`src/rtl/dino_game_ctrl.sv`:
```
// Game-sequencing controller for the dino VGA game: restart handshake, start countdown,
// pause/halt gating, collision-to-game-over and high-score tracking.
module dino_game_ctrl #(
    parameter int unsigned START_TIME = 30000000,
    parameter int unsigned REARM_TIME = 100000,
    parameter int unsigned BLINK_BIT  = 22,
    parameter int unsigned SCORE_W    = 16
) (
    input  logic               clk,
    input  logic               sys_rst,
    input  logic               jump_in,
    input  logic               halt_in,
    input  logic               debug_in,
    input  logic               collision,
    input  logic [SCORE_W-1:0] score_in,
    output logic               game_rst,
    output logic               game_halt,
    output logic               game_over,
    output logic               start_blink,
    output logic [SCORE_W-1:0] high_score,
    output logic               new_high,
    output logic [1:0]         state
);

    localparam int unsigned REARM_W =
        ($clog2(REARM_TIME + 1) > 20) ? $clog2(REARM_TIME + 1) : 20;
    localparam logic [REARM_W-1:0] REARM_MAX  = REARM_W'(REARM_TIME);
    localparam logic [31:0]        START_LAST = 32'(START_TIME - 1);

    typedef enum logic [1:0] {
        StOver      = 2'd0,
        StCountdown = 2'd1,
        StRun       = 2'd2,
        StUnused    = 2'd3
    } state_e;

    state_e               state_q, state_d;
    logic [31:0]          start_ctr_q, start_ctr_d;
    logic [REARM_W-1:0]   rearm_ctr_q, rearm_ctr_d;
    logic [SCORE_W-1:0]   high_score_q, high_score_d;
    logic                 new_high_q, new_high_d;
    logic                 game_rst_q, game_rst_d;

    always_ff @(posedge clk) begin
        if (sys_rst) begin
            state_q      <= StOver;
            start_ctr_q  <= '0;
            rearm_ctr_q  <= '0;
            high_score_q <= '0;
            new_high_q   <= 1'b0;
            game_rst_q   <= 1'b0;
        end else begin
            state_q      <= state_d;
            start_ctr_q  <= start_ctr_d;
            rearm_ctr_q  <= rearm_ctr_d;
            high_score_q <= high_score_d;
            new_high_q   <= new_high_d;
            game_rst_q   <= game_rst_d;
        end
    end

    always_comb begin
        state_d      = state_q;
        start_ctr_d  = start_ctr_q;
        high_score_d = high_score_q;
        new_high_d   = new_high_q;
        game_rst_d   = 1'b0;

        // Idle-time counter: a restart needs the button released long enough first.
        if (jump_in) begin
            rearm_ctr_d = '0;
        end else if (rearm_ctr_q >= REARM_MAX) begin
            rearm_ctr_d = rearm_ctr_q;
        end else begin
            rearm_ctr_d = rearm_ctr_q + REARM_W'(1);
        end

        case (state_q)
            StOver: begin
                if (jump_in && (rearm_ctr_q >= REARM_MAX)) begin
                    state_d     = StCountdown;
                    start_ctr_d = '0;
                    game_rst_d  = 1'b1;
                    new_high_d  = 1'b0;
                end
            end
            StCountdown: begin
                if (!halt_in) begin
                    start_ctr_d = start_ctr_q + 32'd1;
                    if (start_ctr_q == START_LAST) begin
                        state_d = StRun;
                    end
                end
            end
            StRun: begin
                if (collision && !debug_in && !halt_in) begin
                    state_d = StOver;
                    if (score_in > high_score_q) begin
                        high_score_d = score_in;
                        new_high_d   = 1'b1;
                    end
                end
            end
            default: state_d = StOver;
        endcase
    end

    // The unused encoding behaves like OVER until it recovers on the next edge.
    assign game_over   = (state_q != StRun) && (state_q != StCountdown);
    assign game_halt   = (state_q != StRun) || halt_in;
    assign start_blink = (state_q == StCountdown) ? start_ctr_q[BLINK_BIT] : 1'b1;
    assign game_rst    = game_rst_q;
    assign high_score  = high_score_q;
    assign new_high    = new_high_q;
    assign state       = state_q;

endmodule

```
`config.mk`:
```
export PLATFORM = sky130hd
export DESIGN_NAME = dino_game_ctrl
export DESIGN_NICKNAME = d
export VERILOG_FILES = /design/src/rtl/dino_game_ctrl.sv
export SDC_FILE = /design/constraint.sdc
export NUM_CORES = 1
export LEC_CHECK = 0
export CAP_MARGIN = 0
export CORE_MARGIN = 4
export CORE_UTILIZATION = 61
export DETAILED_ROUTE_END_ITERATION = 10
export MAX_ROUTING_LAYER = met4
export PLACE_DENSITY = 0.85
export SKIP_CTS_REPAIR_TIMING = 1
export SLEW_MARGIN = 5
export SYNTH_ARGS = -nofsm -noshare
export SYNTH_HDL_FRONTEND = slang
export SYNTH_SLANG_ARGS = --single-unit
```
`constraint.sdc`:
```
create_clock -name clk -period 5.7 [get_ports clk]
set_clock_uncertainty 0.1 [all_clocks]
set_input_delay 1.71 -clock clk [delete_from_list [all_inputs] [get_ports clk]]
set_output_delay 1.71 -clock clk [all_outputs]
set_load 0.02 [all_outputs]
```
==> results of run 1 <==
[stage by stage]
stage / total power, W / setup slack, ns / instances
CTS: 0.001004 / 0.7658 / 616
global placement: 0.0005631 / 0.7891 / 600
detailed placement: 0.0005640 / 0.7675 / 600
global route: 0.001031 / 0.7267 / 616
floorplan: 0.0005414 / 1.968 / 501
finish: 0.001002 / 0.7546 / 616
[placed cells by master, fill, tap and decap left out, types with 6 or more instances in the layout]
| cell | Yosys | final |
|---|---|---|
| ha_1 | 22 | 22 |
| nor2_1 | 43 | 43 |
| a21oi_1 | 37 | 37 |
| nand2b_1 | 6 | 6 |
| inv_1 | 25 | 25 |
| or3_1 | 12 | 12 |
| clkbuf_8 | 0 | 9 |
| clkdlybuf4s50_1 | 0 | 43 |
| o31ai_1 | 16 | 16 |
| xor2_1 | 11 | 11 |
| and3_1 | 9 | 9 |
| buf_4 | 0 | 6 |
| nand4_1 | 19 | 19 |
| dfxtp_1 | 72 | 72 |
| nand3_1 | 20 | 20 |
| or4_1 | 6 | 6 |
| a21o_1 | 6 | 6 |
| and2_1 | 9 | 9 |
| nand4b_1 | 19 | 19 |
| nand2_1 | 30 | 30 |
| nor3_1 | 18 | 18 |
| a31oi_1 | 10 | 10 |
| o21ai_0 | 22 | 22 |
[sequential cells by signal, summed over array words and instances, names as in the netlist]
register     flops
start_ctr_q     32
rearm_ctr_q     20
game_rst         1
new_high         1
high_score      16
state            2
[cells by family after synthesis]
family                     Yosys count
DFF                                 72
muxes                                2
buffers and inverters               53
AOI/OAI and AO/OA                  122
adders and majority gates           22
and+or+nand+nor                    218
xor gates and xnor gates            12
[power by group through the flow]
stage	registers, W	clock network, W	logic [W]
6_report	0.000504	0.000449	0.0000495
5_1_grt	0.000504	0.000472	0.0000547
4_1_cts	0.000504	0.000451	0.0000492
3_5_place_dp	0.000516	0	0.0000482
3_3_place_gp	0.000516	0	0.0000475
2_1_floorplan	0.000515	0	0.0000259
[worst max-delay path by stage]
stage / to / slack, ns / cells past startpoint
after floorplan: game_halt / 1.97 / 1
after global placement: game_halt / 0.79 / 3
after detailed placement: game_halt / 0.77 / 3
after CTS: game_halt / 0.77 / 3
after global routing: game_halt / 0.73 / 3
final: game_halt / 0.75 / 3
[routing by layer]
| metal | part of all wire (%) | vias up | global-route usage (%) | wire (um) |
|---|---|---|---|---|
| met5 | 0 | - | - | 0 |
| met4 | 1.4 | 0 | 9.311 | 144 |
| met3 | 6.5 | 14 | 5.342 | 668 |
| met2 | 47 | 158 | 42.00 | 4776 |
| met1 | 45 | 1884 | 33.83 | 4627 |
| li1 | - | 1925 | - | - |
[final cells by class]
type | count | area, um2 | share of cell area (%)
clock inverter | 5 | 81.33 | 1.701
sequential | 72 | 1441 | 30.14
inverter | 25 | 93.84 | 1.962
timing repair buffer | 50 | 480.5 | 10.05
clock buffer | 11 | 131.4 | 2.747
tap | 77 | 96.34 | 2.015
multi-input combinational | 376 | 2457 | 51.39
==> results.toml, run 1 <==
[critical_path]
regToRegEndpoint = "high_score[0]"
cp-startpoint = "halt_in"
r2r.worst_path.cells = 8
path_cells = "clkdlybuf4s50_1 -> nand2b_1 -> clkdlybuf4s50_1"
slowest_delay_ns = 0.64
cp.required_ns = 3.89
endpoint_kind = "output pin"
r2r-start = "high_score[15]"
crit_type = "in2out"
cp_max_fo = 7
ff2ff_setup_slack_ns = 2.79
cp_common_cell = "clkdlybuf4s50_1"
crit_buf_inv = 2
cp_top_family = "buffers and inverters"
worst_setup_path_start_kind = "primary input"
cp.arrival_ns = 3.14
slowest_stage = "clkdlybuf4s50_1"

[synth]
synth_edf_count = 0
ys_seq_area_share_pct = 34.94
synth_most_common_cell = "dfxtp_1"
synth_simple_gate_area_share_pct = 30.45
yosys.area.top_type = "dfxtp_1"
synth_compound_area_share_pct = 19.41
async_flop_share_pct = 0
synth_top_area_share_pct = 34.94
synth_xor_area_share_pct = 2.548
synth-adder-area-share_pct = 6.673
syn_avg_cell_area_um2 = 8.234
ys_warn_count = 0
synthFlopType = "dfxtp_1"
synth_top_family_by_area = "simple AND/OR/NAND/NOR gates"
synth_cells = 501
ys_ff_latch = 72
ys_types = 57
synthesis.area_um2 = 4125
syn-num-nets = 545
synthTopCellsByCount = "dfxtp_1 (72), nor2_1 (43), a21oi_1 (37)"
synthTopCellsByArea = "dfxtp_1 (35%), ha_1 (6.7%), a21oi_1 (4.5%)"
muxShareOfSynthArea_pct = 0.4853

[floorplanning]
design.core.area_um2 = 6459
num_io_pins = 45
start_util_pct = 63.87
die-height_um = 90.24
die_area_um2 = 8142
die_x_um = 90.24
num_rows = 29

[power]
p_per_area_nw_per_um2 = 209.6
power_frac_clock_pct = 44.8
p_comb_share_pct = 4.9
internal_power_w = 0.0007735
switching_share_pct = 22.82
pwr-share-seq_pct = 50.3
switchingPower_w = 0.0002287
peakVddDrop_v = 0.0001369
p_leak_nw = 1.576

[routing]
viasPerCell = 6.463
drtIter0Drc = 318
wire_per_inst_um = 16.58
remaining_drc_errors = 0
first_pass_iters = 5
wl_um = 10220
ant_nets = 0
num_vias = 3981

[timing]
finalSetupViolCount = 0
worst_pin_slew_ns = 0.8417
fin_crit_ns = 4.945
finalMaxSlewViolations = 0
setup_tns_ns = 0
rsz0062_at_grt = "false"
hold_viol = 0
fmax_mhz = 202.2
min_period_over_period_pct = 86.76
slew_headroom_pct = 43.68
fin_hold_ws_ns = 0.3646

[global_route]
grt_pass1_vias = 3814
antenna_found_initial = 0
grt_max_degree = 51
grtUsageTotal_pct = 26.54
grt_first_pass_wirelength_um = 17680
gr-total-overflow = 0

[clocking]
max-clock-path-buffers = 2
insertion_delay_ns = 0.36
cts_tree = "yes"
clockRootBuffer = "clkbuf_8"
cts_max_level = 3
cts_sinks = 72
cts_made_buffers = 9
clk_pin_slew_ns = 0.08

[run]
maxCapViolations = 0

[finish]
nets = 578
antenna_cells = 0
area_growth_pct = 15.92
fin_area_um2 = 4782
final_util_pct = 74.04
n_fill_cell = 470
drive_above_1_share_pct = 6.308

[placement]
globalplace.congestion = 0.9358
portBuffers = 44
place_area_um2 = 4569
dp_hpwl_um = 6969

[hold_path]
hold_class = "reg2reg"
min_from = "rearm_ctr_q[18]"
min_path_cells = 1
min_to = "rearm_ctr_q[18]"

[outcome]
run_status = "complete, no violations"
Note: power is estimated with default switching activity, not from simulation.
==> run 2, diff against run 1 <==
--- a/config.mk
+++ b/config.mk
@@ -8,9 +8,11 @@
 export CAP_MARGIN = 0
 export CORE_MARGIN = 4
 export CORE_UTILIZATION = 61
+export CTS_BUF_LIST = sky130_fd_sc_hd__clkbuf_4 sky130_fd_sc_hd__clkbuf_8 sky130_fd_sc_hd__clkbuf_16
 export DETAILED_ROUTE_END_ITERATION = 10
+export GPL_TIMING_DRIVEN = 0
 export MAX_ROUTING_LAYER = met4
-export PLACE_DENSITY = 0.85
+export PLACE_DENSITY = 0.92
 export SKIP_CTS_REPAIR_TIMING = 1
 export SLEW_MARGIN = 5
 export SYNTH_ARGS = -nofsm -noshare
==> run 2 against run 1 <==
Effect of this change: register-to-register slack gained 0.06 ns; final cell count grew 3.1%; non-clock buffer count grew 21; routed wire length grew 9.3%; sequential cell count is the same; clock power shrank 14%; core utilization grew 0.76 points; total power shrank 5.7%; highest routed layer unchanged.
==> results.toml, run 2 (synthesis gave the netlist of run 1 again) <==
[outcome]
run_status = "complete, no violations"

[critical_path]
crit_type = "in2out"
cp_max_fo = 7
worst_setup_path_start_kind = "primary input"
cp.required_ns = 3.89
cp.arrival_ns = 3.13
endpoint_kind = "output pin"

[run]
maxCapViolations = 0

[timing]
fin_crit_ns = 4.944
setup_tns_ns = 0
fin_hold_ws_ns = 0.3747
worst_pin_slew_ns = 0.8655
fmax_mhz = 202.3
hold_viol = 0
finalSetupViolCount = 0
slew_headroom_pct = 41.77
finalMaxSlewViolations = 0
setup_slack_ns = 0.7559
min_period_over_period_pct = 86.74
rsz0062_at_grt = "false"

[finish]
instances_no_fill = 635
max_flop_register = "start_ctr_q"
nets = 599
antenna_cells = 0
final-seq-area_um2 = 1441
layout.cells.most_common = "dfxtp_1"
largest_register_ffs = 32
fin_area_um2 = 4831
drive_above_1_share_pct = 6.093
area_growth_pct = 17.11
multi_input_area_um2 = 2457
mostFrequentLayoutCells = "dfxtp_1 (72), nor2_1 (43), clkdlybuf4s50_1 (43)"
n_fill_cell = 489

[routing]
viasPerCell = 6.507
remaining_drc_errors = 0
num_vias = 4132
drtIter0Drc = 359
first_pass_iters = 5
ant_nets = 0
wire_per_inst_um = 17.58
wl_um = 11160

[placement]
portBuffers = 43
dp_slack_ns = 0.7826
globalplace.congestion = 0.9341
dp.cells = 621
place_area_um2 = 4652
dp_hpwl_um = 8035

[clocking]
insertion_delay_ns = 0.35
cts_sinks = 72
clockRootBuffer = "clkbuf_8"
cts_tree = "yes"
cts_max_level = 3
max-clock-path-buffers = 2
clk_pin_slew_ns = 0.08
cts_made_buffers = 9

[power]
power_frac_clock_pct = 41.0
switching_share_pct = 22.88
switchingPower_w = 0.0002163
p_per_area_nw_per_um2 = 195.6
p_comb_share_pct = 5.7
internal_power_w = 0.0007288
peakVddDrop_v = 0.0001383
p_leak_nw = 1.592
pwr-share-seq_pct = 53.3

[floorplanning]
die-height_um = 90.24
die_area_um2 = 8142
num_rows = 29
start_util_pct = 63.87
num_io_pins = 45
die_x_um = 90.24
design.core.area_um2 = 6459

[global_route]
gr-total-overflow = 0
grt_max_degree = 12
antenna_found_initial = 0
grt_first_pass_wirelength_um = 18400
grtUsageTotal_pct = 27.72
grt_pass1_vias = 3970

[hold_path]
hold_class = "reg2reg"
-- run 2: cell count changes in the layout (fill, tap and decap cells not counted), moves of 2 or more --
| cell | change |
|---|---|
| buf_4 | -6 |
| buf_1 | +2 |
| buf_2 | +3 |
| buf_6 | +3 |
| clkbuf_1 | +17 |
-- run 2: layout make-up --
cell class              count  area share [%]
multi-input cells         376           50.87
flip-flops and latches     72           29.84
repair buffers             43           8.910
plain buffers              28           2.745
clock buffers              10           2.720
well taps                  77           1.994
inverters                  25           1.943
clock inverters             4          0.9842
-- run 2: path summary, 6_finish.rpt --
check / end / start / slack [ns] / cells after the start
hold reg to reg: rearm_ctr_q[17] / rearm_ctr_q[17] / 0.37 / 1
setup reg to reg: start_ctr_q[22] / start_ctr_q[0] / 2.85 / 6
setup / recovery: game_halt / halt_in / 0.76 / 3
hold / removal: rearm_ctr_q[17] / rearm_ctr_q[17] / 0.37 / 1
-- run 2: stage by stage --
step | power [W] | utilization (%)
after floorplan | 0.0005414 | -
after global placement | 0.0005668 | 72.03
after detailed placement | 0.0005682 | 72.03
after CTS | 0.0009457 | 74.80
after global routing | 0.0009792 | 74.80
final | 0.0009451 | 74.80
-- run 2: worst max-delay path: stages --
cell and delay, ns:
clkdlybuf4s50_1 0.66, nand2b_1 0.16, clkdlybuf4s50_1 0.60
-- run 2: layer usage --
layer	track usage (%)	vias to the layer above	share of wire, %
li1	-	1970	-
met1	33.78	1959	44
met2	45.05	177	47
met3	5.509	26	7.2
met4	11.22	0	2.1
met5	-	-	0
-- run 2: power by group through the flow --
stage	registers, W	logic, W	clock network (W)
2_1_floorplan	0.000515	0.0000259	0
6_report	0.000504	0.0000536	0.000387
4_1_cts	0.000504	0.0000530	0.000389
3_3_place_gp	0.000516	0.0000512	0
3_5_place_dp	0.000516	0.0000525	0
5_1_grt	0.000504	0.0000582	0.000417
==> run 3, diff against run 2 <==
--- a/config.mk
+++ b/config.mk
@@ -13,6 +13,7 @@
 export GPL_TIMING_DRIVEN = 0
 export MAX_ROUTING_LAYER = met4
 export PLACE_DENSITY = 0.92
+export SETUP_SLACK_MARGIN = 0.1
 export SKIP_CTS_REPAIR_TIMING = 1
 export SLEW_MARGIN = 5
 export SYNTH_ARGS = -nofsm -noshare
==> results of run 3 <==
Same layout as run 2: the final DEF is identical, and so are final timing and power.
